**src/rtl/aes_dec_sequencer_if.sv**
```systemverilog
// Control bundle between the AES-128 decryption sequencer and its datapath / requester.
// The slave side is the sequencer; the master side drives the start request and observes controls.
interface aes_dec_sequencer_if;
    logic       aes_start;
    logic       load;
    logic [1:0] sel;
    logic       store;
    logic [3:0] key_idx;
    logic [3:0] round;
    logic [1:0] col;
    logic       col_we;
    logic       busy;
    logic       aes_done;

    modport slave (
        input  aes_start,
        output load, sel, store, key_idx, round, col, col_we, busy, aes_done
    );

    modport master (
        output aes_start,
        input  load, sel, store, key_idx, round, col, col_we, busy, aes_done
    );
endinterface

```
**src/rtl/aes_dec_sequencer.sv**
```systemverilog
// Moore FSM sequencing the AES-128 inverse cipher: load, key wait, initial ARK,
// nine full rounds (ISR/ISB/ARK/IMC) and a final round without IMC.
module aes_dec_sequencer #(
    parameter int KEY_WAIT_CYCLES = 10,
    parameter int ISB_WAIT        = 1
) (
    input  logic                i_clk,
    input  logic                i_reset,
    aes_dec_sequencer_if.slave  io_bus
);
    typedef enum logic [3:0] {
        S_IDLE, S_LOAD, S_KEY_WAIT, S_ARK_INIT,
        S_R_ISR, S_R_ISB, S_R_ARK, S_R_IMC,
        S_F_ISR, S_F_ISB, S_F_ARK, S_DONE
    } state_t;

    localparam logic [7:0] KW_LAST  = 8'(KEY_WAIT_CYCLES - 1);
    localparam logic [7:0] ISB_LAST = 8'(ISB_WAIT);
    localparam logic [7:0] IMC_LAST = 8'd4;

    state_t     r_state;
    state_t     w_next;
    logic [7:0] r_cnt;
    logic [3:0] r_round;
    logic [3:0] r_key_idx;

    always_ff @(posedge i_clk) begin
        if (i_reset) begin
            r_state   <= S_IDLE;
            r_cnt     <= 8'd0;
            r_round   <= 4'd0;
            r_key_idx <= 4'd0;
        end else begin
            r_state <= w_next;
            // Per-state dwell counter restarts on every state change.
            r_cnt   <= (w_next != r_state) ? 8'd0 : r_cnt + 8'd1;

            if (r_state == S_IDLE && w_next == S_LOAD)
                r_round <= 4'd0;
            else if (r_state == S_ARK_INIT)
                r_round <= 4'd1;
            else if (r_state == S_R_IMC && w_next != S_R_IMC && r_round != 4'd10)
                r_round <= r_round + 4'd1;

            // Key index is latched on ARK entry and held elsewhere.
            case (w_next)
                S_ARK_INIT: r_key_idx <= 4'd10;
                S_R_ARK:    r_key_idx <= 4'd10 - r_round;
                S_F_ARK:    r_key_idx <= 4'd0;
                default:    r_key_idx <= r_key_idx;
            endcase
        end
    end

    always_comb begin
        w_next         = r_state;
        io_bus.load    = 1'b0;
        io_bus.sel     = 2'd0;
        io_bus.store   = 1'b0;
        io_bus.col     = 2'd0;
        io_bus.col_we  = 1'b0;
        io_bus.busy    = 1'b1;
        io_bus.aes_done = 1'b0;
        io_bus.key_idx = r_key_idx;
        io_bus.round   = r_round;

        case (r_state)
            S_IDLE: begin
                io_bus.busy = 1'b0;
                if (io_bus.aes_start) w_next = S_LOAD;
            end
            S_LOAD: begin
                io_bus.load = 1'b1;
                w_next = (KEY_WAIT_CYCLES == 0) ? S_ARK_INIT : S_KEY_WAIT;
            end
            S_KEY_WAIT: begin
                if (r_cnt == KW_LAST) w_next = S_ARK_INIT;
            end
            S_ARK_INIT: begin
                io_bus.store = 1'b1;
                w_next = S_R_ISR;
            end
            S_R_ISR: begin
                io_bus.sel   = 2'd2;
                io_bus.store = 1'b1;
                w_next = S_R_ISB;
            end
            S_R_ISB: begin
                io_bus.sel = 2'd1;
                if (r_cnt == ISB_LAST) begin
                    io_bus.store = 1'b1;
                    w_next = S_R_ARK;
                end
            end
            S_R_ARK: begin
                io_bus.store = 1'b1;
                w_next = S_R_IMC;
            end
            S_R_IMC: begin
                io_bus.sel = 2'd3;
                // Four column strobes, then one store of the concatenated columns.
                if (r_cnt == IMC_LAST) begin
                    io_bus.store = 1'b1;
                    w_next = (r_round == 4'd9) ? S_F_ISR : S_R_ISR;
                end else begin
                    io_bus.col    = r_cnt[1:0];
                    io_bus.col_we = 1'b1;
                end
            end
            S_F_ISR: begin
                io_bus.sel   = 2'd2;
                io_bus.store = 1'b1;
                w_next = S_F_ISB;
            end
            S_F_ISB: begin
                io_bus.sel = 2'd1;
                if (r_cnt == ISB_LAST) begin
                    io_bus.store = 1'b1;
                    w_next = S_F_ARK;
                end
            end
            S_F_ARK: begin
                io_bus.store = 1'b1;
                w_next = S_DONE;
            end
            S_DONE: begin
                io_bus.busy     = 1'b0;
                io_bus.aes_done = 1'b1;
                if (!io_bus.aes_start) w_next = S_IDLE;
            end
            default: begin
                io_bus.busy = 1'b0;
                w_next = S_IDLE;
            end
        endcase
    end
endmodule

```
**src/flat_wrapper.sv**
```systemverilog
// flat-port wrapper written by rule: the top's interface ports become plain ports
module aes_dec_sequencer_flat 
#(
    parameter int KEY_WAIT_CYCLES = 10,
    parameter int ISB_WAIT        = 1
)
  (i_clk, i_reset, io_bus_aes_start, io_bus_load, io_bus_sel, io_bus_store, io_bus_key_idx, io_bus_round, io_bus_col, io_bus_col_we, io_bus_busy, io_bus_aes_done);
  aes_dec_sequencer_if io_bus_i ();
  input  logic i_clk;
  input  logic i_reset;
  input wire logic [$bits(io_bus_i.aes_start)-1:0] io_bus_aes_start;
  output wire logic [$bits(io_bus_i.load)-1:0] io_bus_load;
  output wire logic [$bits(io_bus_i.sel)-1:0] io_bus_sel;
  output wire logic [$bits(io_bus_i.store)-1:0] io_bus_store;
  output wire logic [$bits(io_bus_i.key_idx)-1:0] io_bus_key_idx;
  output wire logic [$bits(io_bus_i.round)-1:0] io_bus_round;
  output wire logic [$bits(io_bus_i.col)-1:0] io_bus_col;
  output wire logic [$bits(io_bus_i.col_we)-1:0] io_bus_col_we;
  output wire logic [$bits(io_bus_i.busy)-1:0] io_bus_busy;
  output wire logic [$bits(io_bus_i.aes_done)-1:0] io_bus_aes_done;
  assign io_bus_i.aes_start = io_bus_aes_start;
  assign io_bus_load = io_bus_i.load;
  assign io_bus_sel = io_bus_i.sel;
  assign io_bus_store = io_bus_i.store;
  assign io_bus_key_idx = io_bus_i.key_idx;
  assign io_bus_round = io_bus_i.round;
  assign io_bus_col = io_bus_i.col;
  assign io_bus_col_we = io_bus_i.col_we;
  assign io_bus_busy = io_bus_i.busy;
  assign io_bus_aes_done = io_bus_i.aes_done;
  aes_dec_sequencer #(.KEY_WAIT_CYCLES(KEY_WAIT_CYCLES), .ISB_WAIT(ISB_WAIT)) u_core (.i_clk(i_clk), .i_reset(i_reset), .io_bus(io_bus_i));
endmodule
```
**config.mk**
```make
export PLATFORM = sky130hd
export DESIGN_NAME = aes_dec_sequencer_flat
export DESIGN_NICKNAME = d
export VERILOG_FILES = /design/src/rtl/aes_dec_sequencer_if.sv /design/src/rtl/aes_dec_sequencer.sv /design/src/flat_wrapper.sv
export SDC_FILE = /design/constraint.sdc
export NUM_CORES = 1
export LEC_CHECK = 0
export ABC_AREA = 1
export BUFFER_PORTS_ARGS = -buffer_cell sky130_fd_sc_hd__buf_2
export CAP_MARGIN = 0
export CELL_PAD_IN_SITES_DETAIL_PLACEMENT = 1
export CELL_PAD_IN_SITES_GLOBAL_PLACEMENT = 2
export CORE_MARGIN = 5
export CORE_UTILIZATION = 33
export CTS_CLUSTER_SIZE = 12
export DETAILED_ROUTE_END_ITERATION = 10
export PLACE_DENSITY = 0.87
export SYNTH_ARGS = -nofsm -noshare
export SYNTH_HDL_FRONTEND = slang
export SYNTH_SLANG_ARGS = --single-unit
```
**constraint.sdc**
```tcl
create_clock -name i_clk -period 3.7 [get_ports i_clk]
set_input_delay 0.555 -clock i_clk [delete_from_list [all_inputs] [get_ports i_clk]]
set_output_delay 0.555 -clock i_clk [all_outputs]
set_load 0.01 [all_outputs]
```
; Word-level counts from Yosys, hierarchy flattened
; Index checks and enable logic that the tools add are counted.
[word_totals]
latchBits = 0
mem_bits_ro = 0
register_bits = 20
memories = 0
ram_bits = 0
[classes]
shifts = 0
muxes = 22
n_bitwise = 0
addsub = 3
div_mod_pow = 0
n_reduce_logical = 13
multipliers = 0
n_lt_le_gt_ge = 0
n_eq_ne = 22
[op_table]
columns = op, count
row1 = 4-bit case mux with 12 select lines, 1
row2 = 4-bit 2-to-1 mux, 7
row3 = 4-bit equality test (second input constant), 6
row4 = 4-bit by 3-bit equality test with 1-bit output (second input constant), 5
row5 = 4-bit by 2-bit equality test with 1-bit output (second input constant), 3
row6 = 4-bit case mux with 3 select lines, 1
row7 = 10-bit OR reduction, 1
row8 = 1-bit 2-to-1 mux, 9
row9 = 8-bit by 1-bit adder with 8-bit output (second input constant), 1
row10 = 4-bit by 1-bit equality test with 1-bit output (second input constant), 2
row11 = 8-bit by 1-bit equality test with 1-bit output (second input constant), 1
row12 = 8-bit by 3-bit equality test with 1-bit output (second input constant), 1
row13 = 8-bit by 4-bit equality test with 1-bit output (second input constant), 1
row14 = 2-bit OR reduction, 4
row15 = 2-bit case mux with 3 select lines, 1
row16 = 5-bit OR reduction, 1
row17 = 4-bit by 1-bit adder with 4-bit output (second input constant), 1
row18 = 4-bit zero test, 1
row19 = 2-bit 2-to-1 mux, 2
row20 = 4-bit by 3-bit != test with 1-bit output (second input constant), 1
row21 = 4-bit != test, 1
row22 = 4-bit != test (second input constant), 1
row23 = 4-bit subtractor (first input constant), 1
row24 = 1-bit logical AND, 3
row25 = other kinds (4), 4

; Depth between registers and ports, before layout
; Gate-level depths: netlist (run 1).
[logic_depth]
ltp_word = 9
depth_mapped = 12
mapped_depth_nobuf = 12

; Worst setup path before layout (run 1)
; No wires, ideal clock.
[synth_path]
path_type = register -> output
start = register u_core.r_cnt[0]
end = output port io_bus_store
slack_ns = 2.052
required_time_ns = 3.145
arrival_ns = 1.093
n_path_buf = 0
path_stages_with_launch = 7
cell_sequence = dfxtp_1 -> inv_1 -> ha_1 -> nand3_1 -> nor2_4 -> nand2_2 -> nand4_1
[synth_between]
elab_chain_len = 3
[synth_lines]
columns = item, line_no
row1 = start: declaration, aes_dec_sequencer.sv:23  ; logic [7:0] r_cnt;
row2 = start signal: assignment, aes_dec_sequencer.sv:36  ; r_cnt <= (w_next != r_state) ? 8'd0 : r_cnt + 8'd1;
row3 = 8-bit by 1-bit equality test with 1-bit output / 8-bit by 3-bit equality test with 1-bit output (equally long branches), "aes_dec_sequencer.sv:90, aes_dec_sequencer.sv:117, aes_dec_sequencer.sv:102"
row4 = "1-bit 2-to-1 mux, on equally long branches", "aes_dec_sequencer.sv:90, aes_dec_sequencer.sv:117, aes_dec_sequencer.sv:102"
row5 = 1-bit case mux with 3 select lines *, aes_dec_sequencer.sv:67  ; case (r_state)
row6 = end: declaration, flat_wrapper.sv:14  ; output wire logic [$bits(io_bus_i.store)-1:0] io_bus_store;
; Mark *: on every way between the ends. The rest lies on a longest branch, timed or not.

; Worst setup path in the final report (run 1)
[layout_path]
start = register u_core.r_cnt[1]
end = output port io_bus_store
; Same word-level chain as after synthesis.

==> results.md, run 1 <==
- Status: finished clean
- CP arrival: 1660 ps
- Worst path slowest cell: dfxtp_1
- GRT overflow: 0
- IO Port Bufs: 19
- Area Overhead vs Synth: 17.0%
- Critical path's largest stage delay: 320 ps
- H-tree levels: 1
- MaxCap Viol Count: 0
- Post-CTS Repair Setup Buffers: 0
- Yosys warns: 0
- Layout cells sized above 1: 18.6%
- Fin. max-slew vios: 0
- Count leader, synth: nand2_1
- N_diodes: 0
- Gpl congestion: 0.830
- RSZ-0062 raised after global routing: no
- Pwr Density: 348 nW/µm²
- Clock Latency Late Sink: 260 ps
- Io pins: 20
- TritonRoute pass-1 iters: 4
- CP startpoint: u_core.r_cnt[1]$_SDFF_PP0_
- Net count after synthesis: 207
- Ys flop type: dfxtp_1
- Final antenna-violating net count: 0
- Mapped Cells: 198
- Starting density of the core: 33.4%
- Largest net degree at the start of global routing: 13
- Resize count post-CTS: 0
- Register bit total from synthesis: 20
- Setup TNS Final: 0 ps
- Placed Cells: 266
- Top-area cell type share of the netlist area: 30.4%
- Final worst setup slack: 1490 ps
- Largest area contributor in the netlist: dfxtp_1
- Hold path start: u_core.io_bus.key_idx[2]$_SDFFE_PP0P_
- CTS root buffer: clkbuf_8
- Mean Syn Cell Area: 6.65 µm²
- Fin Clk Skew: 6.99 ps
- Hold slack: 497 ps
- Design area: 1540 µm²
- RR Startpoint: u_core.r_cnt[0]$_SDFF_PP0_
- Cell Area, Synth: 1320 µm²
- Achievable Freq: 452 MHz
- CTS buffer count: 3
- CTS sink cnt: 20
- Dpl ws: 1780 ps
- Fin util: 39.1%
- Post-synth top cells: 33 x nand2_1, 32 x nor2_1, 29 x inv_1, 20 x dfxtp_1, 17 x nand3_1
- Vias in the first global route: 1312
- Worst Max-Slew Pin Slew: 334 ps
- Buf/Inv on CP: 2
- DR WL/cell: 13.1 µm
- Pleak: 0.725 nW
- CTS tree: yes
- Drt via density: 4.80
- Post-layout nets: 230
- Distinct cells, synth: 25
- Min-delay worst type: flop to flop
- Crit Path Max Fanout: 8
- Clk slew on worst S/H paths: 80 ps
- Die Wd: 73.2 µm
- Routed vias: 1295
- Nature of the critical path endpoint: output pin
- VDD IR max: 0.154 mV
- Total track usage: 14.4%
- Drt initial violations: 51
- Die height: 73.2 µm
- Fin cells: 270
- DRC: 0
- Register area share after synthesis: 30.4%
- Min Tclk post-route: 2210 ps
- Top post-synthesis cells by area: dfxtp_1 30%, nand2_1 9.4%, nor2_1 9.1%
- Tcrit/Tclk final: 59.8%
- CTS Hold Bufs: 0
- Post-synth EDFFs: 0
- Top cell family by delay on the critical path: simple AND/OR/NAND/NOR gates
- Fillcell total: 524
- WS Path Type: flop to output pin
- Worst path cell trace: inv_1, ha_1, nand3_1, nor2_1, nand2_2, nand4_1, buf_2
- Core area: 3940 µm²
- Slew headroom: 77.7%
- HPWL reported at the end of detailed placement: 2880 µm
- Nature of the critical path startpoint: flop
- Total power: 0.537 mW
- Final hold vios: 0
- Worst path required time: 3140 ps
- Die area: 5360 µm²
- FP Rows: 23
- Clk buf depth: 2
- Antenna violations before repair: 0
- Ys async rst share: 0%
- Post-Route WL: 3550 µm
- DP Area: 1470 µm²
- First-pass GRT wire length: 6000 µm
- Final setup violation count: 0
## final cells by class
type,count,area (µm²),share of cell area (%)
inverter,34,128,8.28
clock buffer,3,41.3,2.68
sequential,20,400,26.0
clock inverter,1,30.0,1.95
multi-input combinational,143,785,50.9
tap,50,62.6,4.06
timing repair buffer,19,95.1,6.17
## worst register-to-register path, cell delays in order (launching register included)
cell	delay, ps
dfxtp_1	350
inv_1	130
ha_1	180
nand3_1	160
nor2_4	230
nand3_1	130
nand3_1	100
nand2_1	50
nor2_1	220
nand3_4	170
nor2_1	120
## registers in the layout, indices dropped and copies added (netlist names)
name	flops
u_core.io_bus.round	4
u_core.io_bus.key_idx	4
u_core.r_cnt	8
u_core.r_state	4
## report_power, final
part / internal, mW / total, mW / switching (mW)
Sequential: 0.221 / 0.231 / 0.00989
Clock: 0.144 / 0.223 / 0.0788
Combinational: 0.0270 / 0.0828 / 0.0558
## cell families (layout without fill, tap and decap cells)
logic type	after synthesis	count (layout)	synth area share [%]
XOR/XNOR	8	8	5.32
AO/OA/AOI/OAI	28	28	12.8
flip-flops	20	20	30.4
buffers and inverters	35	57	10.1
AND/OR/NAND/NOR	101	101	35.7
adder cells (fa/ha/maj)	6	6	5.70
## cell usage in the layout, fill, tap and decap left out
master | Yosys | layout
a21oi_1 | 11 | 11
a22oi_1 | 1 | 1
a31oi_1 | 1 | 1
a31oi_4 | 1 | 1
and3_1 | 1 | 1
buf_2 | 0 | 19
bufinv_16 | 0 | 1
clkbuf_8 | 0 | 3
dfxtp_1 | 20 | 20
ha_1 | 6 | 6
inv_1 | 29 | 29
inv_2 | 5 | 5
nand2_1 | 33 | 33
nand2_2 | 5 | 5
nand3_1 | 17 | 17
nand3_4 | 1 | 1
nand4_1 | 4 | 4
nor2_1 | 32 | 32
nor2_2 | 2 | 2
nor2_4 | 3 | 3
nor3_1 | 3 | 3
o211a_1 | 1 | 1
o21ai_0 | 10 | 10
o21ai_1 | 2 | 2
o21ai_2 | 1 | 1
xnor2_1 | 2 | 2
xor2_1 | 6 | 6
## final timing paths
kind / end / slack, ps / cells past startpoint
min: u_core.io_bus.key_idx[2]$_SDFFE_PP0P_ / 500 / 2
min reg2reg: u_core.io_bus.key_idx[2]$_SDFFE_PP0P_ / 500 / 2
max reg2reg: u_core.r_cnt[0]$_SDFF_PP0_ / 1800 / 10
max: io_bus_store / 1490 / 7
## per-layer routing
metal / global-route usage [%] / wire (µm) / up-vias
met5: 0 / 0 / -
met4: 4.92 / 39 / 0
met3: 1.65 / 103 / 4
met2: 23.4 / 1570 / 17
met1: 19.5 / 1840 / 603
li1: - / - / 671
No activity file was read; power rests on OpenSTA's default activity.
==> run 2: changes to the inputs <==
--- a/config.mk
+++ b/config.mk
@@ -11,10 +11,10 @@
 export CELL_PAD_IN_SITES_DETAIL_PLACEMENT = 1
 export CELL_PAD_IN_SITES_GLOBAL_PLACEMENT = 2
 export CORE_MARGIN = 5
-export CORE_UTILIZATION = 33
+export CORE_UTILIZATION = 30
 export CTS_CLUSTER_SIZE = 12
 export DETAILED_ROUTE_END_ITERATION = 10
-export PLACE_DENSITY = 0.87
+export PLACE_DENSITY = 0.8
 export SYNTH_ARGS = -nofsm -noshare
 export SYNTH_HDL_FRONTEND = slang
 export SYNTH_SLANG_ARGS = --single-unit
==> constraint.sdc (replaced) <==
create_clock -name i_clk -period 2.2 [get_ports i_clk]
set_input_delay 0.33 -clock i_clk [delete_from_list [all_inputs] [get_ports i_clk]]
set_output_delay 0.33 -clock i_clk [all_outputs]
set_load 0.01 [all_outputs]
==> run 2 against run 1 <==
- cell count is 0.74% higher
- utilization is 3.1 points lower
- sequential power is 68% higher
- non-clock buffer count stayed put
==> results.md, run 2 (synthesized netlist as in run 1, its figures left out) <==
- Status: finished clean
- Worst hold endpoint: u_core.io_bus.key_idx[2]$_SDFFE_PP0P_
- Nature of the critical path endpoint: output pin
- Drt initial violations: 93 (+82%)
- CTS tree: yes
- CTS buffer count: 3 (unchanged)
- Commonest non-fill, non-tap cell in the layout: nand2_1
- Tcrit/Tclk final: 88.9%
- DRC: 0 (unchanged)
- Worst Max-Slew Pin Slew: 372 ps (+37.9 ps)
- Post-CTS Repair Setup Buffers: 0 (unchanged)
- First-pass GRT wire length: 6240 µm (+3.9%)
- Multi-input gate area: 785 µm² (unchanged)
- Largest net degree at the start of global routing: 13 (unchanged)
- Reg area: 400 µm² (unchanged)
- Fin cells: 272 (+0.74%)
- Routed vias: 1304 (+0.69%)
- Post-Route WL: 3560 µm (+0.39%)
- WS Path Type: flop to output pin
- DR WL/cell: 13.1 µm (-0.34%)
- Worst path cell trace: inv_1, ha_1, nand3_1, nor2_1, nand2_2, nand4_1, buf_2
- Min Tclk post-route: 1960 ps
- Register name with the most flops: u_core.r_cnt
- CTS sink cnt: 20 (unchanged)
- Fin util: 36.0% (-3.1 points)
- Fillcell total: 564 (+7.6%)
- R2R setup slack: 440 ps (-1360 ps)
- Nature of the critical path startpoint: flop
- Crit Path Max Fanout: 8 (unchanged)
- Pwr Density: 588 nW/µm² (+69%)
- Antenna violations before repair: 0 (unchanged)
- Core area: 4290 µm² (+8.9%)
- CTS Hold Bufs: 0 (unchanged)
- Layout cells sized above 1: 18.6% (unchanged)
- Hold slack: 326 ps (-170 ps)
- Pleak: 0.725 nW (unchanged)
- Setup TNS Final: 0 ps (unchanged)
- CP arrival: 1630 ps (-30 ps)
- WHS Path Cells: 2 (unchanged)
- RSZ-0062 raised after global routing: no
- Slew headroom: 75.0% (-2.7 points)
- Clock Latency Late Sink: 270 ps (about the same)
- Io pins: 20 (unchanged)
- Clk buf depth: 2 (unchanged)
- Placed Cells: 268 (+0.75%)
- Die Wd: 76.3 µm (+4.2%)
- Fin. max-slew vios: 0 (unchanged)
- MaxCap Viol Count: 0 (unchanged)
- Reg2reg end: u_core.r_cnt[6]$_SDFF_PP0_
- GRT overflow: 0 (unchanged)
- Worst Reg-to-Reg Cells: 10 (unchanged)
- Drt via density: 4.79 (about the same)
- Starting density of the core: 30.7% (-2.7 points)
- Vias in the first global route: 1300 (-0.91%)
- HPWL reported at the end of detailed placement: 2840 µm (-1.3%)
- VDD IR max: 0.247 mV (+60%)
- Min-delay worst type: input port to flop
- Gpl congestion: 0.804 (-3.1%)
- Final hold vios: 0 (unchanged)
- Worst path required time: 1870 ps (-1270 ps)
- FP Rows: 24 (+4.3%)
- Total track usage: 13.0% (-1.4 points)
- IO Port Bufs: 19 (unchanged)
- Hold path start: i_reset
- Final setup violation count: 0 (unchanged)
- H-tree levels: 1 (unchanged)
- Max reg flops: 8 (unchanged)
- Critical path's largest stage delay: 320 ps (about the same)
- Final antenna-violating net count: 0 (unchanged)
- Top cell family by delay on the critical path: simple AND/OR/NAND/NOR gates
- Fin Clk Skew: 5.53 ps (-1.46 ps)
- Worst path slowest cell: dfxtp_1
- Die area: 5820 µm² (+8.6%)
- TritonRoute pass-1 iters: 4 (unchanged)
- Buf/Inv on CP: 2 (unchanged)
- Most frequent cells in the layout: 33 x nand2_1, 32 x nor2_1, 29 x inv_1
- Resize count post-CTS: 0 (unchanged)
- Achievable Freq: 511 MHz
- Clk slew on worst S/H paths: 80 ps (about the same)
- N_diodes: 0 (unchanged)
- CTS root buffer: clkbuf_8
- Die height: 76.3 µm (+4.2%)
- Area Overhead vs Synth: 17.2%
- RR Startpoint: u_core.r_cnt[0]$_SDFF_PP0_
- Post-layout nets: 230 (unchanged)
-- run 2: cell counts in the layout (fill, tap and decap cells not counted) --
No cell type changed its count.
-- run 2: worst register-to-register path, delay by kind of cell, from the launching register on --
family | cells | cell delay [ps]
buffers and inverters | 1 | 100
adders and majority gates | 1 | 160
DFF | 1 | 350
and+or+nand+nor | 8 | 1090
-- run 2: report_power, final --
part           internal (mW)  switching (mW)  total [mW]
Clock                  0.243           0.140       0.384
Combinational         0.0450          0.0919       0.137
Sequential             0.371          0.0158       0.387
-- run 2: layout make-up --
cell class,instances,share of cell area (%)
tap,52,4.21
timing repair buffer,19,6.16
clock buffer,3,2.67
multi-input combinational,143,50.8
sequential,20,25.9
clock inverter,1,1.94
inverter,34,8.27
-- run 2: metrics by stage --
step	power, mW	instance area [µm²]	worst slack [ps]
floorplan	0.492	1320	684
global placement	0.536	1470	414
detailed placement	0.533	1470	432
CTS	0.918	1540	212
global route	0.959	1540	87.8
finish	0.908	1540	244
-- run 2: per-layer routing --
metal,vias to the layer above,share of wire [%],track usage (%)
met5,-,0,0
met4,0,2.2,5.24
met3,7,3.3,2.48
met2,26,42,18.8
met1,594,52,18.6
li1,677,-,-
-- run 2: worst max-delay path by stage --
stage	from	end	slack [ps]	depth (start not counted)
after floorplan	u_core.r_cnt[0]$_SDFF_PP0_	u_core.io_bus.round[3]$_SDFFE_PP0P_	680	11
after global placement	u_core.r_cnt[0]$_SDFF_PP0_	u_core.r_cnt[0]$_SDFF_PP0_	410	10
after detailed placement	u_core.r_cnt[0]$_SDFF_PP0_	u_core.r_cnt[6]$_SDFF_PP0_	430	10
after CTS	u_core.r_cnt[1]$_SDFF_PP0_	io_bus_store	210	7
after global routing	u_core.r_cnt[1]$_SDFF_PP0_	io_bus_store	90	7
final	u_core.r_cnt[1]$_SDFF_PP0_	io_bus_store	240	7
